`src/rtl/ws2812_fancy_fader.sv`:
```
// ws2812_fancy_fader: per-byte random-target fading pattern source for a WS2812 serialiser
module ws2812_fancy_fader #(
   parameter int NUM_LEDS     = 8,
   parameter int HOLDOFF_TIME = 1000
) (
   input  logic        clk,
   input  logic        rst,
   input  logic [15:0] random,
   input  logic        data_request,
   output logic        trigger,
   output logic [7:0]  color_now
);
   localparam int FRAME_BYTES = NUM_LEDS * 3;
   localparam int IW = $clog2(FRAME_BYTES);
   localparam int CW = $clog2(HOLDOFF_TIME + 1);
   typedef enum logic [1:0] {HOLDOFF, TRIG, STREAM} state_t;
   state_t        state;
   logic [CW-1:0] counter;
   logic [IW-1:0] idx;
   logic [7:0]    level  [FRAME_BYTES];
   logic [7:0]    target [FRAME_BYTES];
   logic          unused_random;
   assign unused_random = ^random[15:8];
   // byte on offer: streamed byte during a frame, byte 0 otherwise
   assign color_now = (state == STREAM) ? level[idx] : level[0];
   // frame sequencer plus per-byte fade toward target, target reload on arrival
   always_ff @(posedge clk or negedge rst) begin
      if (!rst) begin
         state   <= HOLDOFF;
         counter <= CW'(HOLDOFF_TIME);
         idx     <= '0;
         trigger <= 1'b0;
         for (int i = 0; i < FRAME_BYTES; i++) begin
            level[i]  <= '0;
            target[i] <= '0;
         end
      end else begin
         case (state)
            HOLDOFF: begin
               if (counter == '0) begin
                  state   <= TRIG;
                  trigger <= 1'b1;
               end else
                  counter <= counter - 1'b1;
            end
            TRIG: begin
               trigger <= 1'b0;
               idx     <= '0;
               state   <= STREAM;
            end
            default: begin
               if (data_request) begin
                  if (level[idx] < target[idx])
                     level[idx] <= level[idx] + 8'd1;
                  else if (level[idx] > target[idx])
                     level[idx] <= level[idx] - 8'd1;
                  else
                     target[idx] <= random[7:0];
                  if (idx == IW'(FRAME_BYTES - 1)) begin
                     idx     <= '0;
                     counter <= CW'(HOLDOFF_TIME);
                     state   <= HOLDOFF;
                  end else
                     idx <= idx + 1'b1;
               end
            end
         endcase
      end
   end
endmodule

```
`config.mk`:
```
export PLATFORM = sky130hd
export DESIGN_NAME = ws2812_fancy_fader
export DESIGN_NICKNAME = d
export VERILOG_FILES = /design/src/rtl/ws2812_fancy_fader.sv
export SDC_FILE = /design/constraint.sdc
export NUM_CORES = 1
export LEC_CHECK = 0
export BUFFER_PORTS_ARGS = -buffer_cell sky130_fd_sc_hd__buf_2
export CAP_MARGIN = 30
export CORE_MARGIN = 4
export CORE_UTILIZATION = 63
export CTS_CLUSTER_SIZE = 12
export DETAILED_ROUTE_END_ITERATION = 12
export GPL_ROUTABILITY_DRIVEN = 0
export PLACE_DENSITY = 0.8
export SLEW_MARGIN = 15
export SYNTH_ARGS = -nofsm -noshare
export SYNTH_HDL_FRONTEND = slang
export SYNTH_SLANG_ARGS = --single-unit
```
`constraint.sdc`:
```
create_clock -name clk -period 7.28 [get_ports clk]
set_input_delay 0.364 -clock clk [delete_from_list [all_inputs] [get_ports clk]]
set_output_delay 0.364 -clock clk [all_outputs]
set_load 0.01 [all_outputs]
```
Word level (Yosys, flattened, before mapping)
Index checks and enable logic that the tools add are counted.
{"block": "totals", "out_inout_bits": 9, "word_cells": 115, "regBits": 402}
{"block": "classes", "eq_ne": 5, "order_cmp": 4, "bitwise": 6, "n_reduce_logical": 17, "add_sub_neg": 4, "mux": 27}
{"operator": "192-bit bitwise mux", "n": 3}
{"operator": "192-bit 2-to-1 mux", "n": 2}
{"operator": "8-bit binary-select mux with 5-bit select", "n": 2}
{"operator": "8-bit 2-to-1 mux", "n": 6}
{"operator": "8-bit demux with 5-bit select", "n": 1}
{"operator": "10-bit 2-to-1 mux", "n": 3}
{"operator": "10-bit case mux with 2 select lines", "n": 1}
{"operator": "10-bit logical NOT", "n": 1}
{"operator": "5-bit 2-to-1 mux", "n": 2}
{"operator": "5-bit case mux with 2 select lines", "n": 1}
{"operator": "2-bit nonzero test", "n": 5}
{"operator": "10-bit by 1-bit subtractor with 10-bit output, second input constant", "n": 1}
{"operator": "8-bit by 1-bit adder with 8-bit output, second input constant", "n": 1}
{"operator": "8-bit > comparator", "n": 1}
{"operator": "8-bit less-than comparator", "n": 1}
{"operator": "4-bit AND reduction", "n": 2}
{"operator": "8-bit by 1-bit subtractor with 8-bit output, second input constant", "n": 1}
{"operator": "6-bit greater-or-equal comparator, second input constant", "n": 1}
{"operator": "6-bit by 1-bit less-than comparator with 1-bit output, second input constant", "n": 1}
{"operator": "2-bit 2-to-1 mux", "n": 3}
{"operator": "5-bit NOT with 6-bit output", "n": 1}
{"operator": "3-bit AND reduction", "n": 2}
{"operator": "3-bit nonzero test", "n": 2}
{"operator": "5-bit by 1-bit adder with 5-bit output, second input constant", "n": 1}
{"operator": "12 further kinds", "n": 18}

Longest topological paths before layout
{"block": "logic_depth", "depth_word": 8, "depth_mapped": 23}

Worst setup path after synthesis
OpenSTA, ideal clock, no wires.
{"block": "synth_path", "path_type": "register to register", "startpoint": "reg idx[0]", "endpoint": "reg level[164] in the netlist's numbering", "setup_time_ns": 0.133, "stages_incl_launch_ff": 22, "setup_slack_ns": 2.063, "period_less_slack_ns": 5.217, "arrival_ns": 5.084, "n_path_buf": 10, "cell_sequence": "dfrtp_1 > buf_6 > buf_6 > buf_6 > buf_2 > buf_2 > buf_2 > buf_2 > mux4_2 > a221oi_1 > ha_1 > a21o_1 > a21o_1 > a21o_1 > o211ai_1 > and2_1 > clkbuf_1 > clkbuf_1 > nand3_1 > clkbuf_1 > nand2_1 > o21ai_0"}
{"block": "synth_via", "elab_chain_cells": 8, "elab_cells_between_ends": 22, "classes_between": "add/sub: 2; order compare: 4; mux: 12; bitwise: 1; reduce/logical: 3"}
{"element": "start, declared", "line": "19", "source": "logic [IW-1:0] idx;"}
{"element": "start signal, assigned", "line": "64", "source": "idx <= idx + 1'b1;"}
{"element": "5-bit NOT with 6-bit output (implied by the code) (*)"}
{"element": "8-bit binary-select mux with 5-bit select, or another cell as far along"}
{"element": "8-bit 2-to-1 mux (implied by the code) or 1-bit logical AND (tied branches)"}
{"element": "8-bit 2-to-1 mux, on equally long branches"}
{"element": "8-bit by 1-bit subtractor with 8-bit output or 8-bit demux with 5-bit select (tied branches)", "line": "56, 54"}
{"element": "192-bit bitwise mux", "line": "56", "source": "level[idx] <= level[idx] - 8'd1;"}
{"element": "192-bit 2-to-1 mux", "line": "55", "source": "else if (level[idx] > target[idx])"}
{"element": "192-bit 2-to-1 mux", "line": "53", "source": "if (level[idx] < target[idx])"}
{"element": "end signal, assigned by index", "line": "54", "source": "level[idx] <= level[idx] + 8'd1;"}
{"element": "end signal, assigned by index", "line": "56"}
{"element": "end, declared", "line": "20", "source": "logic [7:0] level [FRAME_BYTES];"}
Mark *: on every way between the ends. The rest lies on a longest branch, timed or not. The select of a mux whose other input is x is not followed.
A chain may end at the register's enable or synchronous reset.

Worst setup path after layout
{"block": "layout_path", "startpoint": "reg idx[1]", "endpoint": "reg level[145] in the netlist's numbering"}
Same word-level chain as after synthesis.

==> impl_summary.log <==
INFO  metric layout.area.seq = 10,100 um^2
INFO  metric synth-async-reset-ratio = 100%
INFO  metric hpwl_reported_at_the_end_of_detailed_placement = 28,000 um
INFO  metric crit_path_max_fanout = 52
INFO  metric multiInputGateArea = 8040 um^2
INFO  metric grt_max_degree = 91
INFO  metric final_net_count = 1,532
INFO  metric result_of_the_run = completed
INFO  metric n_antenna_cell = 0
INFO  metric clock_tree_from_tritoncts = yes
INFO  metric syn-num-nets = 1,553
INFO  metric transition_time_of_the_tightest_slew_check_pin = 0.954 ns
INFO  metric ys.warnings.count = 0
INFO  metric fin_tns_setup = 0 ns
INFO  metric clock-sinks = 402
INFO  metric placedInstanceArea = 19,000 um^2
INFO  metric timing.critical_path.to_type = flop
INFO  metric crit_path_max_incr_delay = 1.05 ns
INFO  metric grt-ovfl-total = 0
INFO  metric post_cts_hold_buffer_count = 1
INFO  metric route.detailed.wl_per_inst = 23.3 um
INFO  metric yosys_most_used_dff = sky130_fd_sc_hd__dfrtp_1
INFO  metric cts.reportedPaths.clkPinSlew = 0.06 ns
INFO  metric fill_cells = 1,902
INFO  metric finalInstanceArea = 20,400 um^2
INFO  metric worst_hold_check_path_type = in2reg
INFO  metric drcViolationCount = 0
INFO  metric critPathKind = reg2reg
INFO  metric layout-area-overhead-vs-synth = 9.59%
INFO  metric chipHeight = 180 um
INFO  metric worstPathBufferInverterCount = 1
INFO  metric synthesis.area_per_instance = 12.3 um^2
INFO  metric setup_viol = 0
INFO  metric crit_chain = buf_12 -> mux2i_1 -> o22ai_1 -> nor4_1 -> nand2_1 -> ha_1 -> a21o_1 -> a21o_1 -> o211ai_1 -> and2_1 -> nand3_1 -> nand2_1 -> o21ai_0
INFO  metric cts_inserted_buffers = 42
INFO  metric io-pin-count = 28
INFO  metric overall_via_count_from_detail_route = 12,400
INFO  metric antenna_found_initial = 0
INFO  metric worst_ir_drop_vdd = 0.581 mV
INFO  metric synthXorXnorAreaFrac = 0.605%
INFO  metric wirelength = 44,400 um
INFO  metric fraction_of_the_yosys_area_taken_by_sequential_cells = 54.1%
INFO  metric worst_ep_required_time = 7.67 ns
INFO  metric initial_utilization = 64.3%
INFO  metric worst_hold_slack = 0.201 ns
INFO  metric port_buffers = 19
INFO  metric core.rowCount = 62
INFO  metric timing.final.hold_violations = 0
INFO  metric min_period = 6.02 ns
INFO  metric cts_repair_resize_count = 0
INFO  metric fp.dieW = 180 um
INFO  metric synth_top_family_by_area = multiplexers
INFO  metric cts.repair_timing.setup_buffer_count = 0
INFO  metric drive_gt1_share = 27.9%
INFO  metric vias_per_cell = 6.50
INFO  metric power_density = 510 nW/um^2
INFO  metric synth-compound-area-share = 9.24%
INFO  metric track_usage = 27.9%
INFO  metric layout_worst_path_cycle_share = 82.7%
INFO  metric critical-path-slowest-cell = sky130_fd_sc_hd__dfrtp_4
INFO  metric final_setup_skew = 0.0185 ns
INFO  metric timing.slew.headroom = 36.4%
INFO  metric synth.area.mux_share = 23.4%
INFO  metric ant_nets = 0
INFO  metric flops_latches_synth = 402
INFO  metric achievable-frequency = 166 MHz
INFO  metric finish.utilization = 70.5%
INFO  metric initial_drc_count = 1,017
INFO  metric cts.path.max_buffers = 3
INFO  metric htree_num_levels = 2
INFO  metric synthAdderAreaFrac = 1.01%
INFO  metric first_pass_grt_wire_length = 72,800 um
INFO  metric synthSimpleGateAreaFrac = 8.64%
INFO  metric max-cap-violations = 0
INFO  metric cts_root_buffer = sky130_fd_sc_hd__clkbuf_16
INFO  metric synth_cell_type_count = 67
INFO  metric synthesis.area = 18,600 um^2
INFO  metric number_of_global_route_vias_before_repair = 12,900
INFO  metric max_transition_viols_final = 0
INFO  metric design.die.area = 32,400 um^2
INFO  metric worst_path_dominant_cell_family = simple AND/OR/NAND/NOR gates
INFO  metric crit_arrival = 6.41 ns
INFO  metric power.static_leakage = 9.35 nW
INFO  metric startpoint_type = flop
INFO  metric number_of_synthesized_flops_with_an_enable_pin = 0
INFO  metric worst_slack = 1.26 ns
INFO  metric placement.setup.worst_slack = 1.32 ns
INFO  metric floorplan.core_area = 28,900 um^2
INFO  metric unrepaired_setup_endpoints_after_global_routing = no
INFO  metric number_of_cells_produced_by_synthesis = 1,519
INFO  metric worst_skew_pair.late_latency = 0.55 ns
INFO  metric firstDrtPassIters = 5
cells by family (layout without fill, tap and decap cells):
| logic type | count (synthesis) | in the layout |
|---|---|---|
| xor gates and xnor gates | 12 | 12 |
| adders and majority gates | 15 | 15 |
| DFF | 402 | 402 |
| muxes | 326 | 326 |
| buffers and inverters | 124 | 128 |
| and+or+nand+nor | 356 | 356 |
| AOI/OAI and AO/OA | 284 | 284 |
flip-flops by register name (all words and copies together) (netlist names), named ones only:
signal and cells:
target 192, level 168, counter 10, idx 5, state 2, trigger 1
synth_stat cells, drive strengths merged (6+ instances only):
master / count / area [um^2]
dfrtp: 396 / 9910
nand2: 227 / 855
mux2: 202 / 2270
o21ai: 195 / 1050
clkbuf: 82 / 308
mux4: 67 / 1510
mux2i: 57 / 571
nor2: 40 / 150
buf: 33 / 223
nand3: 30 / 155
o22ai: 28 / 175
ha: 15 / 188
a21oi: 13 / 68.8
a22oi: 9 / 67.6
inv: 9 / 33.8
xnor2: 9 / 86.3
a22o: 8 / 70.1
a221o: 7 / 70.1
a221oi: 7 / 61.3
and3: 7 / 43.8
and2: 6 / 37.5
dfstp: 6 / 158
nor3: 6 / 30.0
nor4: 6 / 37.5
worst min-delay path: cells and delay by family:
kind                   cells  cell delay (ns)
buffers and inverters      1             0.14
AOI/OAI and AO/OA          1             0.08
and+or+nand+nor            1             0.11
per-stage QoR:
| stage | power, W | instances |
|---|---|---|
| after floorplan | 0.00653 | 1519 |
| after global placement | 0.00783 | 1831 |
| after detailed placement | 0.00809 | 1834 |
| after CTS | 0.0102 | 1904 |
| after global routing | 0.0110 | 1907 |
| final | 0.0104 | 1907 |
cell usage in the layout, fill, tap and decap left out, drive strengths merged, types with 7 or more instances in the layout:
master,n
a22o,8
nand3,30
xnor2,9
a22oi,9
mux2,202
o22ai,28
dfrtp,396
a21oi,13
nand2,227
mux4,67
nor2,40
a221oi,7
and3,7
buf,49
clkbuf,63
o21ai,195
inv,11
mux2i,57
ha,15
a221o,7
routing by layer:
layer	GRT usage (%)	wire length, um	vias to the layer above	share of wire (%)
li1	-	-	5459	-
met1	39.5	18500	6414	42
met2	45.1	21700	419	49
met3	4.37	2900	94	6.5
met4	9.33	1320	0	3.0
met5	0	0	-	0
worst paths after layout:
kind | end | slack [ns] | cells past startpoint | startpoint
worst max-delay path | level[145] | 1.26 | 13 | idx[1]
worst min-delay path | idx[0] | 0.20 | 3 | data_request
worst max register to register | level[145] | 1.26 | 13 | idx[1]
worst min register to register | level[22] | 0.48 | 2 | level[22]
max in group asynchronous | target[183] | 5.57 | 4 | rst
min in group asynchronous | idx[4] | 0.45 | 2 | rst
report_power, final:
part | internal, W | total [W] | switching, W | leakage [nW]
Combinational | 0.00179 | 0.00485 | 0.00305 | 3.28
Clock | 0.00121 | 0.00207 | 0.000865 | 0.648
Sequential | 0.00293 | 0.00348 | 0.000552 | 5.42
Total | 0.00593 | 0.0104 | 0.00447 | 9.35
cell type report:
class                      count  area share, %
sequential                   402           49.4
inverter                       9          0.166
clock buffer                  63           6.08
timing repair buffer          50           2.22
multi-input combinational    993           39.4
clock inverter                 6          0.362
tap                          384           2.36
Power figures use the tool's default switching activity.
